[config.mk]
export PLATFORM = sky130hd
export DESIGN_NAME = detect_window_ctrl
export DESIGN_NICKNAME = d
export VERILOG_FILES = /design/src/rtl/detect_window_pkg.sv /design/src/rtl/pattern_shift_match.sv /design/src/rtl/detect_window_ctrl.sv
export SDC_FILE = /design/constraint.sdc
export NUM_CORES = 1
export LEC_CHECK = 0
export CORE_UTILIZATION = 52
export CTS_BUF_LIST = sky130_fd_sc_hd__clkbuf_8
export DETAILED_ROUTE_END_ITERATION = 6
export GPL_TIMING_DRIVEN = 0
export PLACE_DENSITY = 0.77
export SLEW_MARGIN = 20
export SYNTH_ARGS = -nofsm -noshare
export SYNTH_HDL_FRONTEND = slang
export SYNTH_SLANG_ARGS = --single-unit
export TNS_END_PERCENT = 50
[constraint.sdc]
create_clock -name clk -period 4.3 [get_ports clk]
set_clock_uncertainty 0.2 [all_clocks]
set_input_delay 1.29 -clock clk [delete_from_list [all_inputs] [get_ports clk]]
set_output_delay 1.29 -clock clk [all_outputs]
set_load 0.005 [all_outputs]
[src/rtl/detect_window_pkg.sv]
// Shared types and default widths for the windowed pattern detector.
// Imported by pattern_shift_match and detect_window_ctrl.
package detect_window_pkg;

    typedef enum logic [1:0] {
        ST_IDLE = 2'd0,
        ST_ARM  = 2'd1,
        ST_RUN  = 2'd2,
        ST_DONE = 2'd3
    } state_e;

    localparam int unsigned DEF_PAT_W = 4;
    localparam int unsigned DEF_CNT_W = 8;
    localparam int unsigned DEF_WIN_W = 16;

endpackage

[src/rtl/pattern_shift_match.sv]
// Serial shift register, fill counter and pattern comparator.
// DETECT_WINDOW_OVERLAP_EN: keep fill full after a match (overlapping hits).
module pattern_shift_match
    import detect_window_pkg::*;
#(
    parameter int unsigned PAT_W = DEF_PAT_W
) (
    input  logic             clk,
    input  logic             rst,
    input  logic             clr_i,
    input  logic             en_i,
    input  logic             ina_i,
    input  logic [PAT_W-1:0] pat_i,
    output logic             match_o
);

    localparam int unsigned FW = $clog2(PAT_W + 1);
    localparam logic [FW-1:0] FULL = FW'(PAT_W);
`ifdef DETECT_WINDOW_OVERLAP_EN
    localparam logic [FW-1:0] FILL_AFTER = FULL;
`else
    localparam logic [FW-1:0] FILL_AFTER = '0;
`endif

    logic [PAT_W-1:0] sh_q, sh_d, sh_nxt;
    logic [FW-1:0]    fill_q, fill_d, fill_inc;

    // Next shift value, saturating fill and match decision.
    always_comb begin
        sh_nxt   = {sh_q[PAT_W-2:0], ina_i};
        fill_inc = (fill_q == FULL) ? FULL : fill_q + FW'(1);
        match_o  = en_i && (fill_inc == FULL) && (sh_nxt == pat_i);
        sh_d     = sh_q;
        fill_d   = fill_q;
        if (clr_i) begin
            sh_d   = '0;
            fill_d = '0;
        end else if (en_i) begin
            sh_d   = sh_nxt;
            fill_d = match_o ? FILL_AFTER : fill_inc;
        end
    end

    // Shift register and fill counter state.
    always_ff @(posedge clk or negedge rst) begin
        if (!rst) begin
            sh_q   <= '0;
            fill_q <= '0;
        end else begin
            sh_q   <= sh_d;
            fill_q <= fill_d;
        end
    end

endmodule

[src/rtl/detect_window_ctrl.sv]
// Windowed serial-pattern detection controller: FSM, window and hit counters.
// DETECT_WINDOW_OVERLAP_EN selects overlapping matches in pattern_shift_match.
module detect_window_ctrl
    import detect_window_pkg::*;
#(
    parameter int unsigned PAT_W = DEF_PAT_W,
    parameter int unsigned CNT_W = DEF_CNT_W,
    parameter int unsigned WIN_W = DEF_WIN_W
) (
    input  logic             clk,
    input  logic             rst,
    input  logic             start,
    input  logic [PAT_W-1:0] pat,
    input  logic [WIN_W-1:0] win_len,
    input  logic             ina,
    output logic             busy,
    output logic             hit,
    output logic             done,
    output logic [CNT_W-1:0] hit_cnt
);

    state_e           state_q, state_d;
    logic [PAT_W-1:0] pat_q, pat_d;
    logic [WIN_W-1:0] wlen_q, wlen_d;
    logic [WIN_W-1:0] wcnt_q, wcnt_d;
    logic [CNT_W-1:0] cnt_q, cnt_d;
    logic             hit_q, hit_d;
    logic             accept, arm, run, match;

    pattern_shift_match #(
        .PAT_W (PAT_W)
    ) u_match (
        .clk     (clk),
        .rst     (rst),
        .clr_i   (arm),
        .en_i    (run),
        .ina_i   (ina),
        .pat_i   (pat_q),
        .match_o (match)
    );

    // Next-state and control decode; start only honoured in IDLE/DONE.
    always_comb begin
        state_d = state_q;
        accept  = 1'b0;
        arm     = 1'b0;
        run     = 1'b0;
        busy    = 1'b0;
        done    = 1'b0;
        unique case (state_q)
            ST_IDLE: begin
                if (start) begin
                    accept  = 1'b1;
                    state_d = ST_ARM;
                end
            end
            ST_ARM: begin
                arm     = 1'b1;
                busy    = 1'b1;
                state_d = (wlen_q == '0) ? ST_DONE : ST_RUN;
            end
            ST_RUN: begin
                run  = 1'b1;
                busy = 1'b1;
                if (wcnt_q == WIN_W'(1)) begin
                    state_d = ST_DONE;
                end
            end
            ST_DONE: begin
                done = 1'b1;
                if (start) begin
                    accept  = 1'b1;
                    state_d = ST_ARM;
                end else begin
                    state_d = ST_IDLE;
                end
            end
            default: state_d = ST_IDLE;
        endcase
    end

    // Datapath next values: capture, window countdown, saturating hits.
    always_comb begin
        pat_d  = accept ? pat : pat_q;
        wlen_d = accept ? win_len : wlen_q;
        wcnt_d = wcnt_q;
        cnt_d  = cnt_q;
        hit_d  = run & match;
        if (arm) begin
            wcnt_d = wlen_q;
            cnt_d  = '0;
        end else if (run) begin
            wcnt_d = wcnt_q - WIN_W'(1);
            if (match && (cnt_q != '1)) begin
                cnt_d = cnt_q + CNT_W'(1);
            end
        end
    end

    // FSM state register.
    always_ff @(posedge clk or negedge rst) begin
        if (!rst) begin
            state_q <= ST_IDLE;
        end else begin
            state_q <= state_d;
        end
    end

    // Configuration, counters and hit pulse registers.
    always_ff @(posedge clk or negedge rst) begin
        if (!rst) begin
            pat_q  <= '0;
            wlen_q <= '0;
            wcnt_q <= '0;
            cnt_q  <= '0;
            hit_q  <= 1'b0;
        end else begin
            pat_q  <= pat_d;
            wlen_q <= wlen_d;
            wcnt_q <= wcnt_d;
            cnt_q  <= cnt_d;
            hit_q  <= hit_d;
        end
    end

    assign hit     = hit_q;
    assign hit_cnt = cnt_q;

endmodule
* Word level (Yosys, flattened, before mapping)
Index checks and enable logic that the tools add are counted.
Storage, ports and cells: flip-flop bits (word level) 53, bits in latches 0, RAM bits 0, memory bits (read-only) 0, input bits 24, output and inout port bits 11, memories 0
Cells by class: add/sub/neg operators 3, multiply operators 0, div/mod/pow operators 0, magnitude comparators 0, eq/ne operators 10, shift-type cells 0, multiplexer cells 22, bitwise gates (word level) 1, reductions and logical operators 11
Operators by type and width (count):
- 16-bit two-way mux | 2
- 8-bit two-way mux | 3
- 3-bit two-way mux | 6
- 16-bit by 1-bit == test with 1-bit output (second input constant) | 1
- 16-bit zero test | 1
- 16-bit by 1-bit subtractor with 16-bit output (second input constant) | 1
- 8-bit by 1-bit adder with 8-bit output (second input constant) | 1
- 1-bit two-way mux | 8
- 8-bit != test (second input constant) | 1
- 2-bit one-hot mux with 4 select lines | 1
- 3-bit == test (second input constant) | 2
- 2-bit == test (second input constant) | 2
- 4-bit == test | 1
- 2-bit two-way mux | 2
- 2-bit != test (second input constant) | 2
- 2-bit AND reduction | 2
- 2-bit nonzero test | 2
- 2-bit OR reduction | 2
- 3-bit by 1-bit adder with 3-bit output (second input constant) | 1
- 1-bit logical AND | 3
- 2-bit by 1-bit == test with 1-bit output (second input constant) | 1
- 2-bit zero test | 1
- 1-bit AND | 1

* Logic depth before layout (Yosys ltp)
Gate-level depths: netlist of run 1.
word-level depth 9, depth in mapped cells 8, mapped depth without buffers 7

* Hierarchy
From an unflattened synthesis of run 1, not the netlist that was laid out.
Second synthesis, totals: cells, all modules 290, area, all modules 2879.0 µm²
Modules (own cells, without submodules):
- detect_window_ctrl | times used 1, cells each 253, area an instance 2504.9 µm², seq. area each 1176.1 µm²
- pattern_shift_match | times used 1, cells each 37, area an instance 374.1 µm², seq. area each 150.1 µm²

* Worst setup path before layout of run 1
Ideal clock, no wire load.
path kind input port to flip-flop, start point in ina, end point reg cnt_q[3] (netlist: hit_cnt[3]), setup time 0.124 ns, arrival 2.263 ns, data required time 3.976 ns, setup slack 1.713 ns, stages 5, buffers on the path 0, cell sequence xnor2_1 nand3_1 nor3b_2 a21oi_1 a211o_1
On the way: cells in the longest elaborated chain, start to end 5
RTL lines:
- from (decl) | RTL line detect_window_ctrl.sv:15 | input logic ina,
- 4-bit == test | RTL line pattern_shift_match.sv:32 | match_o = en_i && (fill_inc == FULL) && (sh_nxt == pat_i);
- 1-bit logical AND | RTL line pattern_shift_match.sv:32
- 1-bit logical AND | RTL line detect_window_ctrl.sv:94 | if (match && (cnt_q != '1)) begin
- 2-bit nonzero test (no source line)
- 2-bit AND reduction (no source line)
- to (signal assigned) | RTL line detect_window_ctrl.sv:121 | cnt_q <= cnt_d;
- to (decl) | RTL line detect_window_ctrl.sv:26 | logic [CNT_W-1:0] cnt_q, cnt_d;
No other way between the ends. A chain may end at the register's enable or synchronous reset.

* Final worst setup path of run 1
start point reg state_q[0], end point out busy
On the way: cells in the longest elaborated chain, start to end 3
RTL lines:
- from (decl) | RTL line detect_window_ctrl.sv:22 | state_e state_q, state_d;
- from (signal assigned) | RTL line detect_window_ctrl.sv:105 | state_q <= state_d;
- 2-bit == test / 2-bit by 1-bit == test with 1-bit output (equally long branches) | RTL line detect_window_ctrl.sv:50 | unique case (state_q)
- 2-bit OR reduction (no source line) (*)
- 1-bit two-way mux (*) | RTL line detect_window_ctrl.sv:50
- to (decl) | RTL line detect_window_ctrl.sv:16 | output logic busy,
Every way passes the cells marked *; elsewhere a longest branch is shown, timed or not.

==> results of run 1 <==
[power by group through the flow]
stage               registers [mW]  logic, mW  clock network, mW
floorplan                    0.895      0.930                  0
global placement             0.948       1.21                  0
detailed placement           0.956       1.25                  0
CTS                          0.947       1.26              0.332
global route                 0.991       1.41              0.351
finish                       0.953       1.25              0.326
[synthesized netlist by cell type, types with 3 or more instances]
cell type	count	area (um2)
xnor2_1	4	35.0
a21oi_1	19	95.1
dfrtp_1	53	1330
nor4_1	5	31.3
or4_1	4	30.0
mux2i_1	8	80.1
and2_1	4	25.0
nand2_1	20	75.1
ha_1	10	125
o22ai_1	13	81.3
and4_1	3	26.3
nor2b_1	7	43.8
and3_1	4	25.0
o21ai_0	10	50.1
nor3_1	7	35.0
clkbuf_1	10	37.5
inv_1	9	33.8
mux2_2	20	225
nand4_1	3	18.8
nand3_1	17	85.1
nor2_1	15	56.3
a31o_2	3	26.3
[metrics by stage]
step           std cells  hold slack (ps)  area, um2
2_1_floorplan        276              275       2800
3_3_place_gp         380              315       3230
3_5_place_dp         380              323       3220
4_1_cts              387              345       3330
5_1_grt              387              359       3330
6_report             387              344       3330
[routing by layer]
layer  vias to the layer above  track usage (%)  share of wire [%]
met2                        63             41.0                 49
met5                         -                0                  0
met3                        13             4.23                4.2
li1                       1101                -                  -
met4                         0             8.44                2.2
met1                      1092             30.4                 44
[critical path, stage by stage (launching register included)]
cell,delay [ps]
dfrtp_1,410
inv_1,100
ha_1,390
clkdlybuf4s50_1,530
[final cells by class]
type	count	area [um2]	area share, %
multi-input combinational	202	1390	41.9
sequential	53	1330	39.8
timing repair buffer	34	338	10.2
tap	70	87.6	2.63
clock buffer	5	68.8	2.07
buffer	12	45.0	1.35
clock inverter	2	35.0	1.05
inverter	9	33.8	1.02
[worst min path at each step]
| stage | slack (ps) | depth (start not counted) | start | endpoint |
|---|---|---|---|---|
| after floorplan | 270 | 2 | wlen_q[12] | wcnt_q[12] |
| after global placement | 310 | 1 | pat_q[2] | pat_q[2] |
| after detailed placement | 320 | 1 | pat_q[3] | pat_q[3] |
| after CTS | 340 | 1 | pat_q[3] | pat_q[3] |
| after global routing | 360 | 1 | wlen_q[6] | wlen_q[6] |
| final | 340 | 1 | pat_q[3] | pat_q[3] |
[placed cells by master (no fill, tap or decap), types with 3 or more instances in the layout]
cell,count
xnor2_1,4
and4_1,3
ha_1,10
nor3_1,7
o22ai_1,13
clkbuf_8,5
nand3_1,17
mux2_2,20
inv_1,9
nor4_1,5
clkdlybuf4s50_1,33
mux2i_1,8
nor2b_1,7
o21ai_0,10
a31o_2,3
nand2_1,20
nor2_1,15
dfrtp_1,53
and2_1,4
and3_1,4
or4_1,4
nand4_1,3
a21oi_1,19
clkbuf_1,10
[sequential cells by signal, indices dropped and copies added (netlist names)]
signal / flops
u_match.fill_q: 3
wlen_q: 16
wcnt_q: 16
pat_q: 4
hit: 1
hit_cnt: 8
u_match.sh_q: 3
state_q: 2
[kinds of logic (layout without fill, tap and decap cells)]
family          after synthesis  count (layout)
mux                          28              28
fa+ha+maj                    10              10
simple gates                 98              98
xor+xnor                      4               4
buf+inv                      21              62
compound gates               62              62
flops                        53              53
==> impl_results.md, run 1 <==
- I/O pin cnt: 35
- Crit path required time: about 2800 ps
- Number of synthesized flops with an enable pin: 0
- Post-Synth XOR/XNOR Area: 1.25%
- R2R Path End: wcnt_q[8]
- Critical path class: reg2out
- Crit path to: busy
- Core box area: ~0.0051 mm2
- TritonCTS Buffers: 5
- Adder-cell share of the synthesized area: under 10%
- Post-synthesis mux area share: 10.9%
- Clk_lat worst skew: 300 ps
- Max-slew headroom: 52.3%
- R2r setup slk: between 1500 and 2000 ps
- Register-to-Register Path Depth: 7
- Post-route setup TNS: 0 ps
- Post_cts resized: 0
- Final Power: 2.53 mW
- Post-Route WL: between 5000 and 6000 um
- Max Cap Viol: 0
- First-pass GRT wire length: 10200 um
- Leak pwr: between 1 and 1.5 nW
- Clock share of power: 12.9%
- HP Class: reg2reg
- I/O Buffers: 34
- Highest Clock Rate: 0.310 GHz
- Utilization after layout: 64.8%
- Setup WS post-layout: 1070 ps
- CTS Root Cell: clkbuf_8
- WL per Instance: 15.2 um
- Fillers: 448
- Combinational Power Share: between 40 and 50%
- Worst-path clk slew: 90 ps
- Synth async-reset ratio: 100%
- Arr. time, crit path: between 1500 and 2000 ps
- Period utilisation layout: 75.0%
- Setup crit start: state_q[0]
- Slew at the pin with the worst max-slew slack: 716 ps
- RSZ-0062 raised after global routing: false
- DR vias: 2269
- Max IR drop VDD: 372 uV
- Die area: approximately 0.0057 mm2
- PD cells: 760 mW/mm2
- # setup viols final: 0
- Reg power frac: a little under two fifths
- Final hold violation count: 0
- Share of cells above drive strength 1: 12.6%
- Largest net degree at the start of global routing: 54
- Gp weighted congestion: a little under 0.9
- CP Capture Type: primary output
- GRT Resource Usage Total: 23.8%
- CTS tree: yes
- # Post-CTS Setup Buffers: 0
- Number of synthesized register bits: 53
- Mean Syn Cell Area: 10.1 um2
- Worst slack at placement: 1020 ps
- Internal power: 1.46 mW
- Outcome: finished, final reports clean
- Vias per Instance: 5.86
- Remaining antenna violation count: 0
- Switching part of the total: between 40% and 50%
- Main flop type after synthesis: dfrtp_1
- Clk sinks: 53
- DRC: 0
- Post-Syn Area: 0.00280 mm2
- Clk buf depth: 2
- Area Overhead vs Synth: 18.9%
- N_diodes: 0
- Post-Synth Simple-Gate Area: between 10% and 20%
- Yosys Warn Count: 0
- Final nets: 351
- Rows: 26
- Vias in the first global route: roughly 2300
- Drt first pass iters: 4
- Hold buffers post-CTS: 0
- Syn nets: 310
- Count of cell types in the netlist: 45
- Sequential area share after synthesis: 47.4%
- Die Span X: approximately 75 um
- GRT overflow: 0
- Cell count after synthesis: 276
- Largest family of logic cells by synthesized area: simple AND/OR/NAND/NOR gates
- Initial drt markers: about 120
- Die Span Y: 75.4 um
- Reg2reg start: state_q[0]
- Initial antenna violation count: 0
- Peak fanout along the critical path: 6
- CP Launch Type: register
- Initial Utilization: a little over half
- H-tree depth: 2
- Min cycle time layout: 3230 ps
- Switching pwr: between 1 and 1.5 mW
- Dpl hpwl: ~4300 um
- Post-synthesis compound-gate area fraction: 14.1%
- Slew Limit Fails: 0
Note: power is estimated with default switching activity, not from simulation.
==> inputs of run 2 (changes only) <==
--- a/config.mk
+++ b/config.mk
@@ -9,7 +9,7 @@
 export CTS_BUF_LIST = sky130_fd_sc_hd__clkbuf_8
 export DETAILED_ROUTE_END_ITERATION = 6
 export GPL_TIMING_DRIVEN = 0
-export PLACE_DENSITY = 0.77
+export PLACE_DENSITY = 0.8
 export SLEW_MARGIN = 20
 export SYNTH_ARGS = -nofsm -noshare
 export SYNTH_HDL_FRONTEND = slang
==> constraint.sdc (replaced) <==
create_clock -name clk -period 2.6 [get_ports clk]
set_clock_uncertainty 0.2 [all_clocks]
set_input_delay 0.78 -clock clk [delete_from_list [all_inputs] [get_ports clk]]
set_output_delay 0.78 -clock clk [all_outputs]
set_load 0.005 [all_outputs]
==> run 2 against run 1 <==
Effect of this change: core utilization increased by 0.54 points; sequential share of layout area decreased by 0.33 points; combinational power grew 71%; largest power group unchanged.
==> impl_results.md, run 2 (synthesis gave the netlist of run 1 again) <==
- Outcome: finished, final reports clean
- Multi-input logic area: 0.00141 mm2
- Leak pwr: 1.40 nW
- # setup viols final: 0
- Most frequent cells in the layout: dfrtp_1, clkdlybuf4s50_1, mux2_2, nand2_1, a21oi_1
- CTS tree: yes
- Reg power frac: 37.1%
- Arr. time, crit path: 2490 ps
- Remaining antenna violation count: 0
- Initial antenna violation count: 0
- I/O Buffers: 34
- Clk buf depth: 2
- Period utilisation layout: 95.9%
- Share of cells above drive strength 1: 14.1%
- Vias per Instance: 5.89
- Min cycle time layout: 2490 ps
- DR vias: 2296
- DRC: 0
- Finished Cell Area: 0.00336 mm2
- Gp weighted congestion: just under 0.9
- Core box area: 0.00514 mm2
- Max-slew headroom: between 50% and 60%
- Slew at the pin with the worst max-slew slack: 685 ps
- Hold buffers post-CTS: 0
- HP Class: in2async
- Critical path class: in2reg
- Crit path required time: 2590 ps
- Worst slack at placement: -200 ps
- Slew Limit Fails: 0
- Critical Path Max Stage Delay: 500 ps
- Vias in the first global route: 2155
- Area Overhead vs Synth: 19.9%
- Combinational Power Share: 50.9%
- Switching pwr: between 1.5 and 2 mW
- Clk_lat worst skew: 310 ps
- TritonCTS Buffers: 5
- Reg area: 0.00133 mm2
- Post-Route WL: 6140 um
- Worst-path clk slew: 90 ps
- Clk sinks: 53
- Initial drt markers: 131
- Peak fanout along the critical path: 5
- Fillers: 453
- GRT overflow: 0
- Die Span Y: 75.4 um
- Initial Utilization: 54.5%
- Clock share of power: 12.1%
- Cells along the critical path: clkdlybuf4s50_1 -> xnor2_1 -> nand3_1 -> nor3b_2 -> a21oi_1 -> a211o_1
- GRT Resource Usage Total: 23.9%
- Max IR drop VDD: 595 uV
- Setup WS post-layout: 106 ps
- Drt first pass iters: 4
- Die area: 0.00568 mm2
- CP max stage cell: clkdlybuf4s50_1
- Most common cell after layout, fill and taps aside: dfrtp_1
- Internal power: 2.42 mW
- Dpl hpwl: 4350 um
- Max Cap Viol: 0
- CP Launch Type: input pin
- CP Capture Type: register
- RSZ-0062 raised after global routing: false
- WL per Instance: between 15 and 20 um
- First-pass GRT wire length: 10100 um
- H-tree depth: 2
- CTS Root Cell: clkbuf_8
- Final nets: 353
- Post-DP Area: around 0.0032 mm2
- PD cells: 1260 mW/mm2
- Final Power: between 4 and 5 mW
- Highest Clock Rate: 0.401 GHz
- Final hold violation count: 0
- I/O pin cnt: 35
- Rows: 26
- Largest net degree at the start of global routing: 54
- Die Span X: between 70 and 80 um
- N_diodes: 0
- Switching part of the total: 42.7%
[run 2: cell count changes in the layout (fill, tap and decap cells not counted), sizes merged]
cell and change:
buf +2, bufinv -1, clkbuf +2, clkdlybuf4s50 -1
dlymetal6s2s +1
[run 2: cell type report]
cell class                 instances  area share, %
inverter                           9           1.01
buffer                            12           1.34
multi-input combinational        202           41.9
clock buffer                       7           2.87
clock inverter                     1          0.149
timing repair buffer              36           10.6
tap                               70           2.61
sequential                        53           39.5
[run 2: stage by stage]
step | utilization, % | hold WS [ps] | setup TNS (ps) | cells
finish | 65.3 | 303 | 0 | 390
detailed placement | 62.7 | 317 | -3470 | 380
floorplan | - | 275 | 0 | 276
CTS | 65.2 | 322 | 0 | 390
global placement | 62.8 | 315 | -57330 | 380
global route | 65.3 | 346 | 0 | 390
[run 2: routing by layer]
layer / share of wire, % / GRT usage (%) / wire, um / vias up
met5: 0 / 0 / 0 / -
met4: 1.3 / 8.64 / 78 / 0
met3: 4.8 / 5.82 / 294 / 8
met2: 49 / 40.3 / 3040 / 57
met1: 44 / 30.2 / 2730 / 1126
li1: - / - / - / 1105
[run 2: repair_timing]
item | CTS | global route
setup endpoints to repair | 1 | 1
resized for setup | 1 | 2
buffers inserted | 2 | 0
[run 2: worst max-delay path: cells and delay by family]
family,cells,cell delay [ps]
AND/OR/NAND/NOR,2,650
buffers and inverters,1,500
AO/OA/AOI/OAI,2,430
XOR/XNOR,1,120
[run 2: path summary, 6_finish.rpt]
check	cells past startpoint	endpoint	startpoint	slack [ps]
max reg2reg	7	hit_cnt[3]	state_q[0]	200
max	6	hit_cnt[3]	ina	110
min reg2reg	2	wcnt_q[14]	wlen_q[14]	330
max in group asynchronous	1	wcnt_q[4]	rst	1470
min in group clk	2	wcnt_q[14]	wlen_q[14]	330
min	1	state_q[0]	rst	300
[run 2: power by group through the flow]
stage                     Clock [mW]  Combinational (mW)  Sequential, mW
after floorplan                    0                1.54            1.48
after global placement             0                1.99            1.56
after detailed placement           0                2.08            1.58
after CTS                      0.523                2.15            1.56
after global routing           0.554                2.37            1.62
final                          0.508                2.14            1.56
==> inputs of run 3 (changes only) <==
--- a/config.mk
+++ b/config.mk
@@ -6,7 +6,7 @@
 export NUM_CORES = 1
 export LEC_CHECK = 0
 export CORE_UTILIZATION = 52
-export CTS_BUF_LIST = sky130_fd_sc_hd__clkbuf_8
+export CTS_BUF_LIST = sky130_fd_sc_hd__clkbuf_2 sky130_fd_sc_hd__clkbuf_4 sky130_fd_sc_hd__clkbuf_8
 export DETAILED_ROUTE_END_ITERATION = 6
 export GPL_TIMING_DRIVEN = 0
 export PLACE_DENSITY = 0.8
==> results of run 3 <==
Final layout, timing and power as in run 2 (identical DEF).
